[src/rtl/dm_cache_ctrl.sv]
// Direct-mapped, write-back, write-allocate cache controller, one word per line.
// Handles a single outstanding CPU request with dirty-line write-back ahead of the line fetch.
`timescale 1ns/1ps
module dm_cache_ctrl #(
   parameter int ADDR_W  = 8,
   parameter int DATA_W  = 8,
   parameter int INDEX_W = 2,
   parameter int CNT_W   = 16
) (
   input  logic              clk,
   input  logic              rst,
   input  logic              cpu_req_valid,
   input  logic              cpu_req_rw,
   input  logic [ADDR_W-1:0] cpu_req_addr,
   input  logic [DATA_W-1:0] cpu_req_datain,
   output logic [DATA_W-1:0] cpu_req_dataout,
   output logic              cpu_resp_valid,
   output logic              cache_ready,
   output logic              mem_req_valid,
   output logic              mem_req_rw,
   output logic [ADDR_W-1:0] mem_req_addr,
   output logic [DATA_W-1:0] mem_req_dataout,
   input  logic [DATA_W-1:0] mem_req_datain,
   input  logic              mem_req_ready,
   output logic [CNT_W-1:0]  hit_cnt,
   output logic [CNT_W-1:0]  miss_cnt
);
   // state      | meaning
   // IDLE       | waiting for a CPU request (cache_ready high)
   // COMPARE    | tag lookup on the latched request
   // WRITE_BACK | dirty victim being written to memory
   // ALLOCATE   | line fetch for the latched address
   localparam int TAG_W = ADDR_W - INDEX_W;
   localparam int LINES = 1 << INDEX_W;

   typedef enum logic [1:0] {IDLE, COMPARE, WRITE_BACK, ALLOCATE} state_t;

   state_t             state;
   logic [ADDR_W-1:0]  req_addr;
   logic [DATA_W-1:0]  req_data;
   logic               req_rw;
   logic [DATA_W-1:0]  data_arr [LINES];
   logic [TAG_W-1:0]   tag_arr  [LINES];
   logic [LINES-1:0]   line_valid;
   logic [LINES-1:0]   line_dirty;
   logic [INDEX_W-1:0] idx;
   logic [TAG_W-1:0]   tag;
   logic               hit;
   logic               fill_done;

   assign idx         = req_addr[INDEX_W-1:0];
   assign tag         = req_addr[ADDR_W-1:INDEX_W];
   assign hit         = line_valid[idx] && (tag_arr[idx] == tag);
   assign fill_done   = (state == ALLOCATE) && mem_req_ready;
   assign cache_ready = (state == IDLE);

   // Data and tag storage carry no reset; line_valid guards their contents.
   always_ff @(posedge clk) begin
      if (state == COMPARE && hit && req_rw)
         data_arr[idx] <= req_data;
      if (fill_done) begin
         tag_arr[idx]  <= tag;
         data_arr[idx] <= req_rw ? req_data : mem_req_datain;
      end
   end

   always_ff @(posedge clk or posedge rst) begin
      if (rst) begin
         state           <= IDLE;
         req_addr        <= '0;
         req_data        <= '0;
         req_rw          <= 1'b0;
         line_valid      <= '0;
         line_dirty      <= '0;
         cpu_req_dataout <= '0;
         cpu_resp_valid  <= 1'b0;
         hit_cnt         <= '0;
         miss_cnt        <= '0;
      end else begin
         cpu_resp_valid <= 1'b0;
         case (state)
            IDLE: begin
               if (cpu_req_valid) begin
                  req_addr <= cpu_req_addr;
                  req_data <= cpu_req_datain;
                  req_rw   <= cpu_req_rw;
                  state    <= COMPARE;
               end
            end
            COMPARE: begin
               if (hit) begin
                  if (req_rw)
                     line_dirty[idx] <= 1'b1;
                  else
                     cpu_req_dataout <= data_arr[idx];
                  cpu_resp_valid <= 1'b1;
                  if (hit_cnt != '1)
                     hit_cnt <= hit_cnt + CNT_W'(1);
                  state <= IDLE;
               end else begin
                  if (miss_cnt != '1)
                     miss_cnt <= miss_cnt + CNT_W'(1);
                  state <= (line_valid[idx] && line_dirty[idx]) ? WRITE_BACK : ALLOCATE;
               end
            end
            WRITE_BACK: begin
               if (mem_req_ready)
                  state <= ALLOCATE;
            end
            ALLOCATE: begin
               if (mem_req_ready) begin
                  line_valid[idx] <= 1'b1;
                  line_dirty[idx] <= req_rw;
                  if (!req_rw)
                     cpu_req_dataout <= mem_req_datain;
                  cpu_resp_valid <= 1'b1;
                  state          <= IDLE;
               end
            end
            default: state <= IDLE;
         endcase
      end
   end

   // Memory port is decoded from state so it drops as soon as reset clears the state.
   always_comb begin
      mem_req_valid   = 1'b0;
      mem_req_rw      = 1'b0;
      mem_req_addr    = req_addr;
      mem_req_dataout = '0;
      case (state)
         WRITE_BACK: begin
            mem_req_valid   = 1'b1;
            mem_req_rw      = 1'b1;
            mem_req_addr    = {tag_arr[idx], idx};
            mem_req_dataout = data_arr[idx];
         end
         ALLOCATE: begin
            mem_req_valid = 1'b1;
         end
         default: ;
      endcase
   end
endmodule

[config.mk]
export PLATFORM = sky130hd
export DESIGN_NAME = dm_cache_ctrl
export DESIGN_NICKNAME = d
export VERILOG_FILES = /design/src/rtl/dm_cache_ctrl.sv
export SDC_FILE = /design/constraint.sdc
export NUM_CORES = 1
export LEC_CHECK = 0
export CAP_MARGIN = 25
export CELL_PAD_IN_SITES_DETAIL_PLACEMENT = 0
export CELL_PAD_IN_SITES_GLOBAL_PLACEMENT = 1
export CORE_UTILIZATION = 56
export CTS_CLUSTER_DIAMETER = 50
export CTS_CLUSTER_SIZE = 14
export DETAILED_ROUTE_END_ITERATION = 8
export DONT_BUFFER_PORTS = 1
export GPL_ROUTABILITY_DRIVEN = 0
export HOLD_SLACK_MARGIN = 0.08
export PLACE_DENSITY_LB_ADDON = 0.1
export SLEW_MARGIN = 40
export SYNTH_ARGS = -nofsm -noshare
export SYNTH_HDL_FRONTEND = slang
export SYNTH_SLANG_ARGS = --single-unit
[constraint.sdc]
create_clock -name clk -period 6.3 [get_ports clk]
set_input_delay 1.26 -clock clk [delete_from_list [all_inputs] [get_ports clk]]
set_output_delay 1.26 -clock clk [all_outputs]
set_load 0.02 [all_outputs]
==> run metrics <==
initial drt markers=115; core area=9420 sq um; Post-synth ARST share=0.548; synth top area cells=dfrtp_1 31%, edfxtp_1 30%, mux2_2 9.8%, mux4_2 6.5%, xnor2_1 3.5%; Reg2Reg Launch Point=req_addr[0]$_DFFE_PP0P_; Worst-Skew Late Latency=510 ps; nets@finish=402; number of global-route vias before repair=3,125; TritonCTS Sinks=124; Cell variety after synth=46; die height=101 um; P per Cell Area=512 nW/um^2; Pre-Repair DR Iteration Count=4; Reg clk slew, reported paths=50 ps; post-synthesis register bit count=124; Starting Density=0.587; # Post-CTS Setup Buffers=0; cts hold-fix bufs=0; startpoint types=flip-flop; fmax=272 MHz; Worst Max-Slew Pin Slew=731 ps; Primary FF master, synth=dfrtp_1; Final min period=3680 ps; CP Class=flip-flop to output pin; RSZ-0062 raised after global routing=no; vias per inst=5.92; Rows=35; total die area=10,300 sq um; CP endpoint kind=output pin; post-CTS sizing=0; Final Hold Fails=0; setup TNS=0 ps; initial antenna violation count=0; Clock Skew=11.3 ps; post-synthesis mux area share=0.166; Synth top area share=0.308; DRC viols=0; layout cells sized above 1=0.323; largest net degree at the start of global routing=69; I/O Buffers=0; CP arrival=2420 ps; Antenna Violating Nets Remaining=0; root buf cell=clkbuf_8; end-of-flow core utilization=0.659; Max clock buf depth=2; mapped cell area=5530 sq um; WP data required=5040 ps; largest family of logic cells by synthesized area=multiplexers; Max H-tree Level=4; ant diodes=0; P&R area growth vs syn=12.3%; Seq/Total Area, Yosys=0.612; Mapped Cells=366; post-synthesis simple-gate area fraction=0.105; first-pass GRT wire length=16,400 um; num ports=89; Worst slew margin=0.511; synth warn=0; Worst Hold Launch=line_valid[2]$_DFFE_PP0P_; Max-Cap Viols=0; worst min path class=flip-flop to flip-flop; Static Leak=2.40 nW; GRT Overall Usage=0.220; Die W=101 um; CP max FO=16; CTS tree=built; fin crit share=0.584; DR WL/cell=20.1 um; outcome=completed; Synth Area in Compound Gates=0.0288; Routed Wire Length=10,300 um; post-synthesis average cell area=15.1 sq um; Syn Nets=397; TritonCTS Buffers=17; Synth Area in XOR/XNOR=0.0598; Slew Viols, Final=0; EDFF count, synth=56; Yosys top cell by area=dfrtp_1; dpl hpwl=6710 um; via count=3,037; Overflow after GRT=0; peak supply drop=0.000283 V; Synth Area in Adders=0.00453; final setup fails=0
## final timing paths
kind | end | slack, ps | cells after the start
max | mem_req_addr[6] | 2620 | 2
min | line_valid[2]$_DFFE_PP0P_ | 460 | 1
max reg2reg | data_arr[3][3]$_DFFE_PP_ | 2990 | 6
min reg2reg | line_valid[2]$_DFFE_PP0P_ | 460 | 1
max in group asynchronous | line_valid[3]$_DFFE_PP0P_ | 5090 | 2
min in group asynchronous | hit_cnt[13]$_DFFE_PP0P_ | 800 | 2
## sequential cells by signal, indices dropped and copies added, names as in the netlist, named ones only
signal	count
req_rw	1
line_valid	4
line_dirty	4
req_addr	8
req_data	8
cpu_req_dataout	8
data_arr	32
hit_cnt	16
cpu_resp_valid	1
miss_cnt	16
state	1
tag_arr	24
## logic make-up (layout without fill, tap and decap cells)
kind of cell | count (synthesis) | count (layout)
flip-flops | 124 | 124
AND/OR/NAND/NOR | 97 | 97
multiplexers | 65 | 65
XOR/XNOR | 36 | 36
buffers and inverters | 24 | 42
AO/OA/AOI/OAI | 18 | 18
adder cells (fa/ha/maj) | 2 | 2
## cells in the final DEF (no fill, tap or decap), drive strengths merged, types with 6 or more instances in the layout
master  netlist  final
dfrtp        68     68
edfxtp       56     56
mux2         49     49
xnor2        24     24
clkbuf        9     18
nand2        17     17
mux4         16     16
nand3        15     15
xor2         12     12
nor2         12     12
nand4        11     11
and2          8      8
nor4          7      7
inv           6      7
and3          6      6
nor2b         6      6
clkinv        0      6
## metal layers
| metal | track usage | part of all wire | vias to the layer above |
|---|---|---|---|
| met5 | 0 | 0 | - |
| met4 | 0.0881 | 0.020 | 0 |
| met3 | 0.0835 | 0.064 | 16 |
| met2 | 0.327 | 0.46 | 99 |
| met1 | 0.296 | 0.45 | 1542 |
| li1 | - | - | 1380 |
## metrics by stage
| step | instance area, sq um | hold WS, ps | std cells | setup slack [ps] | power, mW |
|---|---|---|---|---|---|
| 2_1_floorplan | 5530 | 434 | 366 | 3330 | 2.10 |
| 3_3_place_gp | 5610 | 449 | 481 | 2950 | 2.26 |
| 3_5_place_dp | 5640 | 449 | 481 | 3010 | 2.30 |
| 4_1_cts | 6200 | 463 | 513 | 2590 | 3.22 |
| 5_1_grt | 6210 | 475 | 513 | 2500 | 3.34 |
| 6_report | 6210 | 463 | 513 | 2620 | 3.18 |
## report_power, final
part | leakage (nW) | switching [mW] | internal, mW
logic | 0.769 | 0.521 | 0.434
clock network | 0.263 | 0.349 | 0.562
registers | 1.36 | 0.224 | 1.09
total | 2.40 | 1.09 | 2.09
## cell type report
type / count / area, sq um
fillers: 696 / 3210
multi-input cells: 218 / 2040
flip-flops and latches: 124 / 3380
repair buffers: 4 / 33.8
inverters: 6 / 22.5
well taps: 129 / 161
clock buffers: 18 / 418
clock inverters: 14 / 148
## synth_stat cells, types with 3 or more instances
master and instances:
a2bb2oi_1 3, and2_1 8, and3_1 6, buf_6 3, clkbuf_1 9, dfrtp_1 68, edfxtp_1 56, inv_1 6
mux2_2 48, mux4_2 16, nand2_1 17, nand3_1 8, nand3_2 7, nand4_1 10, nor2_1 12, nor2b_1 6
nor3_1 4, nor4_1 7, o211a_1 3, or2_2 5, xnor2_1 22, xor2_1 12
## critical path: stages (launching register included)
cell and delay, ps:
dfrtp_1 790, nor2b_4 650, mux2_2 470
Note: power is estimated with default switching activity, not from simulation.
